===== config.mk =====
export PLATFORM = sky130hd
export DESIGN_NAME = irq_ctrl
export DESIGN_NICKNAME = d
export VERILOG_FILES = /design/src/rtl/irq_ctrl.sv
export SDC_FILE = /design/constraint.sdc
export NUM_CORES = 1
export LEC_CHECK = 0
export ABC_AREA = 1
export BUFFER_PORTS_ARGS = -buffer_cell sky130_fd_sc_hd__buf_2
export CORE_ASPECT_RATIO = 1.4
export CORE_MARGIN = 4
export CORE_UTILIZATION = 38
export CTS_CLUSTER_DIAMETER = 200
export CTS_CLUSTER_SIZE = 14
export DETAILED_ROUTE_END_ITERATION = 12
export GPL_TIMING_DRIVEN = 0
export PLACE_DENSITY_LB_ADDON = 0.3
export SETUP_SLACK_MARGIN = 0.5
export SKIP_LAST_GASP = 1
export SLEW_MARGIN = 20
export SYNTH_ARGS = -nofsm -noshare
export SYNTH_HDL_FRONTEND = slang
export SYNTH_SLANG_ARGS = --single-unit

===== constraint.sdc =====
create_clock -name clk_i -period 60.8 [get_ports clk_i]
set_input_delay 3.04 -clock clk_i [delete_from_list [all_inputs] [get_ports clk_i]]
set_output_delay 3.04 -clock clk_i [all_outputs]
set_load 0.05 [all_outputs]

===== src/rtl/irq_ctrl.sv =====
// Edge-triggered interrupt controller with priority arbitration, valid/ready claim and a nesting stack.
// Offer appears two edges after a pending set; the offer is held without change until irq_ready_i is seen.
module irq_ctrl #(
  parameter int unsigned NrIrqs    = 32,
  parameter int unsigned PrioWidth = 8,
  parameter int unsigned NestDepth = 4,
  localparam int unsigned IdxWidth = $clog2(NrIrqs)
) (
  input  logic                 clk_i,
  input  logic                 rst_ni,
  input  logic [NrIrqs-1:0]    irq_i,
  input  logic                 cfg_we_i,
  input  logic [IdxWidth-1:0]  cfg_idx_i,
  input  logic [PrioWidth-1:0] cfg_prio_i,
  input  logic                 cfg_en_i,
  input  logic                 cfg_pend_i,
  output logic                 irq_valid_o,
  input  logic                 irq_ready_i,
  output logic [IdxWidth-1:0]  irq_id_o,
  output logic [PrioWidth-1:0] irq_prio_o,
  input  logic                 irq_complete_i,
  output logic [PrioWidth-1:0] level_o
);

  localparam int unsigned DepthW = $clog2(NestDepth + 1);

  typedef struct packed {
    logic                 vld;
    logic [IdxWidth-1:0]  idx;
    logic [PrioWidth-1:0] prio;
  } arb_t;

  typedef enum logic [1:0] {IDLE, OFFER, FLUSH} state_e;

  logic [NrIrqs-1:0]    irq_prev_q, irq_prev_d;
  logic [NrIrqs-1:0]    pend_q, pend_d;
  logic [NrIrqs-1:0]    en_q, en_d;
  logic [PrioWidth-1:0] line_prio_q [NrIrqs];
  logic [PrioWidth-1:0] line_prio_d [NrIrqs];
  arb_t                 arb_q, arb_d;
  state_e               state_q, state_d;
  logic [IdxWidth-1:0]  off_id_q, off_id_d;
  logic [PrioWidth-1:0] off_prio_q, off_prio_d;
  logic [PrioWidth-1:0] stk_q [NestDepth];
  logic [PrioWidth-1:0] stk_d [NestDepth];
  logic [DepthW-1:0]    depth_q, depth_d;

  logic [NrIrqs-1:0]    set_vec;
  logic                 hs;
  logic                 pop;
  logic                 full;
  logic [DepthW-1:0]    depth_pop;
  logic [PrioWidth-1:0] level;

  always_comb begin
    set_vec     = irq_i & ~irq_prev_q;
    irq_prev_d  = irq_i;
    hs          = (state_q == OFFER) && irq_ready_i;
    pend_d      = pend_q;
    en_d        = en_q;
    line_prio_d = line_prio_q;
    for (int n = 0; n < NrIrqs; n++) begin
      if (cfg_we_i && cfg_idx_i == IdxWidth'(n)) begin
        en_d[n]        = cfg_en_i;
        line_prio_d[n] = cfg_prio_i;
        if (cfg_pend_i) set_vec[n] = 1'b1;
      end
      if (hs && off_id_q == IdxWidth'(n)) pend_d[n] = 1'b0;
    end
    // A fresh set in the claim cycle must survive the clear.
    pend_d = pend_d | set_vec;

    // Strict '>' while scanning upward keeps the lower index on a tie.
    arb_d = '0;
    for (int n = 0; n < NrIrqs; n++) begin
      if (pend_q[n] && en_q[n] && (!arb_d.vld || line_prio_q[n] > arb_d.prio)) begin
        arb_d.vld  = 1'b1;
        arb_d.idx  = IdxWidth'(n);
        arb_d.prio = line_prio_q[n];
      end
    end

    level = '0;
    for (int i = 0; i < NestDepth; i++) begin
      if (depth_q == DepthW'(i + 1)) level = stk_q[i];
    end
    full = (depth_q == DepthW'(NestDepth));

    // Pop happens before push so a same-edge claim and complete replaces the top.
    pop       = irq_complete_i && (depth_q != '0);
    depth_pop = depth_q - DepthW'(pop);
    stk_d     = stk_q;
    depth_d   = depth_pop;
    if (hs) begin
      for (int i = 0; i < NestDepth; i++) begin
        if (depth_pop == DepthW'(i)) stk_d[i] = off_prio_q;
      end
      depth_d = depth_pop + DepthW'(1);
    end

    state_d    = state_q;
    off_id_d   = off_id_q;
    off_prio_d = off_prio_q;
    case (state_q)
      IDLE: begin
        if (arb_q.vld && arb_q.prio > level && !full) begin
          state_d    = OFFER;
          off_id_d   = arb_q.idx;
          off_prio_d = arb_q.prio;
        end
      end
      OFFER:   if (irq_ready_i) state_d = FLUSH;
      FLUSH:   state_d = IDLE;
      default: state_d = IDLE;
    endcase
  end

  always_ff @(posedge clk_i or negedge rst_ni) begin
    if (!rst_ni) begin
      irq_prev_q  <= '0;
      pend_q      <= '0;
      en_q        <= '0;
      line_prio_q <= '{default: '0};
      arb_q       <= '0;
      state_q     <= IDLE;
      off_id_q    <= '0;
      off_prio_q  <= '0;
      stk_q       <= '{default: '0};
      depth_q     <= '0;
    end else begin
      irq_prev_q  <= irq_prev_d;
      pend_q      <= pend_d;
      en_q        <= en_d;
      line_prio_q <= line_prio_d;
      arb_q       <= arb_d;
      state_q     <= state_d;
      off_id_q    <= off_id_d;
      off_prio_q  <= off_prio_d;
      stk_q       <= stk_d;
      depth_q     <= depth_d;
    end
  end

  assign irq_valid_o = (state_q == OFFER);
  assign irq_id_o    = off_id_q;
  assign irq_prio_o  = off_prio_q;
  assign level_o     = level;

endmodule


==> impl_metrics.ini, run 1 <==
[outcome]
status = finished clean

[detailed_routing]
route.detailed.drc = 0
vias = 22610
wire_per_inst_um = 17.35
drt_first_pass_iters = 5
routed_wl_mm = 75.65
drt-initial-drc-count = 1791
vias_per_cell = 5.186
ant_nets = 0

[worst_setup_path]
cp_max_fo = 10
max_stage_delay_ns = 0.68
startpoint_type = flip-flop
required_ns = 61.23
critical_path_arrival_ns = 50.05
end_kind = flip-flop
worst_path_max_delay_cell = a21oi_1
crit_type = reg -> reg
crit_top_cell = nand2_1

[grt]
grt_max_degree = 79
track_usage = 0.2128
grt_pass1_wl_mm = 121.0
grt_pass1_vias = 22530
gr-total-overflow = 0
antenna_found_initial = 1

[place]
hpwl_mm = 59.16
portBuffers = 72
routabilityCongestion = 0.9158

[clock_network]
cts.sinks = 416
htreeDepth = 2
numCtsBuffers = 35
holdBufCountCts = 0
clockRootBuffer = clkbuf_16
cts_buffer_depth = 3
post_cts_buffers = 0
ctsResizeCount = 0
clkTransAtPathRegs_ns = 0.07
clk-insertion-delay-late_ns = 0.57
cts_tree = yes

[yosys]
synth_edf_count = 0
synthXorXnorAreaFrac = 0.0006840
synth_compound_area_frac = 0.1564
synthArstFlopShare = 1.000
synth_common_cells = 1005 x nand2_1, 527 x o21ai_0, 416 x dfrtp_1
synth.ff_latch_count = 416
synth_area_per_cell_um2 = 7.561
synth-main-ff-cell = dfrtp_1
synth_mux_area_frac = 0.0004397
synth-simple-area-share = 0.2435
synth.distinct_cells = 38
syn_area_mm2 = 0.02561
yosys-top-cells-area = dfrtp_1 41%, nand2_1 15%, ha_1 12%
yosys_warnings = 0
synth_area_leader_cell = dfrtp_1
synth_fa_ha_area_frac = 0.1173
synth_cells = 3387
synth_top_family_by_area = simple AND/OR/NAND/NOR gates
synth.net_count = 3679
yosysMostFrequentCell = nand2_1
synth_top_area_frac = 0.4065
synth-seq-area-share = 0.4065

[sta]
setup_viol = 0
hold_violations = 0
period_needed_ns = 49.62
worst_pin_slew_ns = 1.137
clock_skew_ns = 0.02874
max_freq_mhz = 20.15
fin_crit_sh = 0.8161
rsz0062_at_grt = false
tns_ns = 0
drv_slew = 0
slew_headroom = 0.2360

[run]
maxCapViolCount = 0

[floorplanning]
coreArea_mm2 = 0.06670
io_pins = 74
die_x_um = 227.4
fp.dieH_um = 315.2
dieArea_mm2 = 0.07167
placementRows = 112
start_util = 0.3839

[layout]
fin_nets = 3793
area_growth_pct = 9.914
drive_above_1_share = 0.06081

[min_path]
hold_class = reg -> reg
through the flow:
stage               cell area [µm²]    util  instances  setup slack [ns]  hold WS (ns)
floorplan                     25610       -       3387             21.85        0.4205
finish                        28150  0.4220       4359             11.18        0.4320
CTS                           28140  0.4219       4358             10.89        0.4335
global placement              27040  0.4054       4314             11.22        0.4228
detailed placement            27190  0.4076       4319             11.10        0.4264
global route                  28140  0.4219       4358             5.432        0.4486
path summary, 6_finish.rpt:
check	from	to	cells after the start	slack (ns)
max in group asynchronous	rst_ni	line_prio_q[100]$_DFFE_PN0P_	5	56.55
setup / recovery	pend_q[0]$_DFF_PN0_	arb_q[1]$_DFF_PN0_	343	11.18
min in group asynchronous	rst_ni	line_prio_q[25]$_DFFE_PN0P_	1	2.37
hold reg to reg	irq_prev_q[31]$_DFF_PN0_	pend_q[31]$_DFF_PN0_	1	0.43
setup reg to reg	pend_q[0]$_DFF_PN0_	arb_q[1]$_DFF_PN0_	343	11.18
hold / removal	irq_prev_q[31]$_DFF_PN0_	pend_q[31]$_DFF_PN0_	1	0.43
cell families after synthesis:
kind of cell | Yosys count
AND/OR/NAND/NOR | 1500
AO/OA/AOI/OAI | 739
buffers and inverters | 489
flip-flops | 416
adder cells (fa/ha/maj) | 240
XOR/XNOR | 2
multiplexers | 1
worst max-delay path, delay by kind of cell (launching register included):
family	cells	cell delay [ns]
adders and majority gates	31	9.45
DFF	1	0.41
buffers and inverters	38	8.24
AOI/OAI and AO/OA	97	15.57
and+or+nand+nor	177	15.71
registers in the layout (all words and copies together) (netlist names):
signal,cells
pend_q,32
depth_q,3
line_prio_q,256
state_q,2
irq_prev_q,32
stk_q,32
irq_id_o,5
irq_prio_o,8
arb_q,14
en_q,32
area by class of cell:
type	count	area [µm²]
multi-input cells	2482	13270
well taps	855	1070
fillers	6981	38560
plain buffers	106	489.2
flip-flops and latches	416	10410
inverters	383	1438
diodes	1	2.502
clock inverters	3	55.05
clock buffers	36	900.9
repair buffers	77	508.0
metal layers:
layer / routed length, µm / global-route usage
met2: 38890 / 0.3917
met5: 7 / 0
met3: 2860 / 0.02645
met4: 2493 / 0.06439
met1: 31400 / 0.2577
cell usage in the layout, fill, tap and decap left out, drive strengths merged, types with 3 or more instances in the layout:
cell,netlist,layout
a211oi,25,25
a21oi,92,92
a221oi,9,9
and2,11,11
and3,10,10
buf,31,108
clkbuf,75,111
clkinv,4,5
dfrtp,416,416
ha,240,240
inv,379,380
nand2,1053,1053
nand3,162,162
nand4,58,58
nor2,195,195
nor3,3,3
o211ai,35,35
o21a,11,11
o21ai,532,532
o21bai,24,24
o221ai,4,4
or2,8,8
Power of run 1 is left out: the tool's default activity adds up to more than one toggle a clock period on the data nets, which glitch-free logic cannot reach.
==> run 2: changes to the inputs <==
==> constraint.sdc (replaced) <==
create_clock -name clk_i -period 44.2 [get_ports clk_i]
set_input_delay 2.21 -clock clk_i [delete_from_list [all_inputs] [get_ports clk_i]]
set_output_delay 2.21 -clock clk_i [all_outputs]
set_load 0.05 [all_outputs]
==> run 2 against run 1 <==
Routed wire length is 7.9% higher. Critical path depth is 9 higher. Via count is 5.9% higher.
==> impl_metrics.ini, run 2 (same netlist as run 1, synthesis figures left out) <==
[clock_network]
cts_tree = yes
clk-insertion-delay-late_ns = 0.58
cts_buffer_depth = 3
clockRootBuffer = clkbuf_16
numCtsBuffers = 35
holdBufCountCts = 0
clkTransAtPathRegs_ns = 0.07
cts.sinks = 416
htreeDepth = 2

[sta]
timing.hold.ws_ns = 0.4329
clock_skew_ns = 0.02676
slew_headroom = 0.2482
hold_violations = 0
drv_slew = 0
period_needed_ns = 41.69
fin_crit_sh = 0.9432
worst_pin_slew_ns = 1.119
max_freq_mhz = 23.99
setup_viol = 0

[place]
dpl.cell_count = 4319
place_area_mm2 = 0.02719
portBuffers = 72
hpwl_mm = 59.16
routabilityCongestion = 0.9158

[worst_setup_path]
crit_type = reg -> reg
cp_max_fo = 8
max_stage_delay_ns = 0.44
end_kind = flip-flop
required_ns = 44.62
critical_path_arrival_ns = 42.11
startpoint_type = flip-flop
crit_top_cell = nand2_1
worst_path_max_delay_cell = dfrtp_1

[detailed_routing]
wire_per_inst_um = 17.88
vias_per_cell = 5.246
vias = 23950
route.detailed.drc = 0
drt-initial-drc-count = 1791
ant_nets = 0
drt_first_pass_iters = 6
routed_wl_mm = 81.66

[layout]
largest_reg_flops = 256
final_common_cell = nand2_1
fin_cells = 4566
largest_register = line_prio_q
fin_nets = 4001
insertedDiodeCount = 0
most-common-layout-cells = 916 x nand2_1, 416 x dfrtp_1, 374 x o21ai_0
drive_above_1_share = 0.2080
stdcell_area_mm2 = 0.03222
area_growth_pct = 25.82

[floorplanning]
placementRows = 112
coreArea_mm2 = 0.06670
start_util = 0.3839
io_pins = 74
die_x_um = 227.4
fp.dieH_um = 315.2
dieArea_mm2 = 0.07167

[grt]
gr-total-overflow = 0
grt_pass1_vias = 22850
antenna_found_initial = 1
track_usage = 0.2153
grt_max_degree = 79
grt_pass1_wl_mm = 122.4

[outcome]
status = finished clean

[min_path]
hold_class = reg -> reg

[run]
maxCapViolCount = 0
run 2: worst max-delay path: cells and delay by family (launching register included):
family | cells | cell delay (ns)
AO/OA/AOI/OAI | 84 | 11.19
adder cells (fa/ha/maj) | 31 | 8.11
buffers and inverters | 51 | 6.09
flip-flops | 1 | 0.44
AND/OR/NAND/NOR | 186 | 15.53
run 2: worst paths after layout:
path / depth (start not counted) / startpoint / slack [ns] / end
max in group asynchronous: 5 / rst_ni / 40.78 / line_prio_q[100]$_DFFE_PN0P_
min reg2reg: 1 / irq_prev_q[19]$_DFF_PN0_ / 0.43 / pend_q[19]$_DFF_PN0_
min in group asynchronous: 1 / rst_ni / 1.54 / line_prio_q[25]$_DFFE_PN0P_
max reg2reg: 352 / pend_q[0]$_DFF_PN0_ / 2.51 / arb_q[12]$_DFF_PN0_
max: 352 / pend_q[0]$_DFF_PN0_ / 2.51 / arb_q[12]$_DFF_PN0_
min: 1 / irq_prev_q[19]$_DFF_PN0_ / 0.43 / pend_q[19]$_DFF_PN0_
run 2: layout make-up:
type                    instances  area (µm²)
plain buffers                 106       732.0
clock buffers                  36       900.9
clock inverters                 3       55.05
fillers                      6520       34480
inverters                     383        1460
multi-input cells            2485       15400
flip-flops and latches        416       10410
well taps                     855        1070
repair buffers                282        2190
run 2: through the flow:
| stage | setup WS [ns] | utilization | setup TNS [ns] |
|---|---|---|---|
| 2_1_floorplan | 5.250 | - | 0 |
| 3_3_place_gp | -5.376 | 0.4054 | -68.53 |
| 3_5_place_dp | -5.500 | 0.4076 | -70.11 |
| 4_1_cts | 0.5427 | 0.4312 | 0 |
| 5_1_grt | -0.3886 | 0.4830 | -2.724 |
| 6_report | 2.512 | 0.4830 | 0 |
run 2: routing by layer:
| layer | GRT usage | up-vias | wire length (µm) |
|---|---|---|---|
| met3 | 0.02710 | 165 | 3080 |
| li1 | - | 11820 | - |
| met5 | 0 | - | 13 |
| met2 | 0.3949 | 521 | 42580 |
| met4 | 0.07196 | 2 | 3242 |
| met1 | 0.2587 | 11440 | 32740 |
run 2: repair_timing:
action,CTS,global route
resized for setup,173,495
setup buffers,25,168
pin swaps,47,299
endpoints found under the setup margin,13,13
gates cloned,0,15
Power of run 2 is left out for the same reason.
==> run 3: changes to the inputs <==
--- a/config.mk
+++ b/config.mk
@@ -7,9 +7,12 @@
 export LEC_CHECK = 0
 export ABC_AREA = 1
 export BUFFER_PORTS_ARGS = -buffer_cell sky130_fd_sc_hd__buf_2
+export CAP_MARGIN = 10
+export CELL_PAD_IN_SITES_DETAIL_PLACEMENT = 2
+export CELL_PAD_IN_SITES_GLOBAL_PLACEMENT = 2
 export CORE_ASPECT_RATIO = 1.4
 export CORE_MARGIN = 4
-export CORE_UTILIZATION = 38
+export CORE_UTILIZATION = 34
 export CTS_CLUSTER_DIAMETER = 200
 export CTS_CLUSTER_SIZE = 14
 export DETAILED_ROUTE_END_ITERATION = 12
==> run 3 against run 2 <==
The flow now finishes with violations (negative setup slack). Core utilization is essentially flat. Sequential share of layout area is 3.3 points lower. First-iteration DRC count down 3.1%. Setup slack got worse by 5.5 ns. Final cell count increased by 4.4%. Sequential cell count unchanged. Global-route usage grew 5.0 points. Critical path type unchanged.
==> impl_metrics.ini, run 3 (same netlist as run 1, synthesis figures left out) <==
[clock_network]
numCtsBuffers = 35
htreeDepth = 2
cts_buffer_depth = 3
holdBufCountCts = 0
cts.sinks = 416
cts_tree = yes
clk-insertion-delay-late_ns = 0.61
clockRootBuffer = clkbuf_16
clkTransAtPathRegs_ns = 0.09

[layout]
fin_nets = 4098
stdcell_area_mm2 = 0.03585
drive_above_1_share = 0.3121
largest_reg_flops = 256
area_growth_pct = 39.99
most-common-layout-cells = 819 x nand2_1, 416 x dfrtp_1, 348 x o21ai_0
largest_register = line_prio_q
final_common_cell = nand2_1

[grt]
gr-total-overflow = 0
grt_max_degree = 81
grt_pass1_wl_mm = 166.0
grt_pass1_vias = 29000
antenna_found_initial = 8
track_usage = 0.2653

[worst_setup_path]
worst-path-buf-inv = 56
crit_type = reg -> reg
ff2ff_path_depth = 371
r2r-start = en_q[0]$_DFFE_PN0P_
worst_path_max_delay_cell = dfrtp_1
r2r_slack_ns = -2.95
end_kind = flip-flop
max_stage_delay_ns = 0.43
worstReg2RegEnd = arb_q[12]$_DFF_PN0_
startpoint_type = flip-flop
crit_top_cell = nand2_1
crit_family = simple AND/OR/NAND/NOR gates
cp_max_fo = 8
critical_path_arrival_ns = 47.62
required_ns = 44.67

[sta]
worst_pin_slew_ns = 1.302
drv_slew = 0
fin_crit_sh = 1.067
clock_skew_ns = 0.03218
rsz0062_at_grt = true
setup_viol = 13
slew_headroom = 0.1290
layout_setup_ws_ns = -2.953
hold_violations = 0
max_freq_mhz = 21.21
period_needed_ns = 47.15

[detailed_routing]
routed_wl_mm = 148.4
wire_per_inst_um = 31.12
drt-initial-drc-count = 1735
drt_first_pass_iters = 7
vias_per_cell = 5.931
route.detailed.drc = 0
ant_nets = 0
vias = 28280

[floorplanning]
start_util = 0.3448
dieArea_mm2 = 0.07984
io_pins = 74
placementRows = 118
fp.dieH_um = 332.7
die_x_um = 239.9
coreArea_mm2 = 0.07426

[place]
dpl_worst_slack_ns = -9.462
hpwl_mm = 77.65
portBuffers = 72
place_area_mm2 = 0.02732
routabilityCongestion = 0.8735

[outcome]
status = complete, but fails checks
violations = negative setup slack

[min_path]
hold_class = reg -> reg
hp-start = irq_prev_q[30]$_DFF_PN0_
worstHoldEndpoint = pend_q[30]$_DFF_PN0_
worstHoldPathCells = 1

[run]
maxCapViolCount = 0
[run 3: metrics by stage]
step           hold WS, ns  cells  TNS (ns)  utilization
5_1_grt             0.4633   4766    -56.23       0.4826
3_5_place_dp        0.4330   4424   -121.08       0.3678
4_1_cts             0.4394   4594         0       0.4086
6_report            0.4282   4769    -34.97       0.4827
3_3_place_gp        0.4234   4419    -86.24       0.3659
2_1_floorplan       0.4205   3387         0            -
[run 3: cell type report]
class	count	area (µm²)
Inverter	383	1475
Clock inverter	2	38.79
Buffer	106	764.5
Sequential cell	416	10410
Fill cell	7872	38420
Antenna cell	3	7.507
Clock buffer	35	875.8
Multi-Input combinational cell	2483	17840
Timing Repair Buffer	381	3237
Tap cell	960	1201
[run 3: how the worst max path moves through the flow]
stage	startpoint	end	slack [ns]	cells after the start
5_1_grt	en_q[0]$_DFFE_PN0P_	arb_q[12]$_DFF_PN0_	-4.54	377
2_1_floorplan	en_q[0]$_DFFE_PN0P_	arb_q[1]$_DFF_PN0_	5.25	357
3_3_place_gp	pend_q[0]$_DFF_PN0_	arb_q[12]$_DFF_PN0_	-6.76	343
6_report	en_q[0]$_DFFE_PN0P_	arb_q[12]$_DFF_PN0_	-2.95	371
3_5_place_dp	pend_q[0]$_DFF_PN0_	arb_q[12]$_DFF_PN0_	-9.46	345
4_1_cts	pend_q[0]$_DFF_PN0_	arb_q[12]$_DFF_PN0_	0.52	387
[run 3: routing by layer]
metal	track usage	up-vias	wire, µm
met5	0	-	27
met4	0.1152	4	11270
met3	0.03614	567	6452
met2	0.4990	1073	78680
met1	0.2954	14680	51990
li1	-	11960	-
[run 3: repair_timing]
action	4_1_cts	5_1_grt
setup endpoints to repair	13	13
buffers inserted	130	158
resized for setup	390	812
pin swaps	153	365
gates cloned	3	14
Power of run 3 is left out for the same reason.
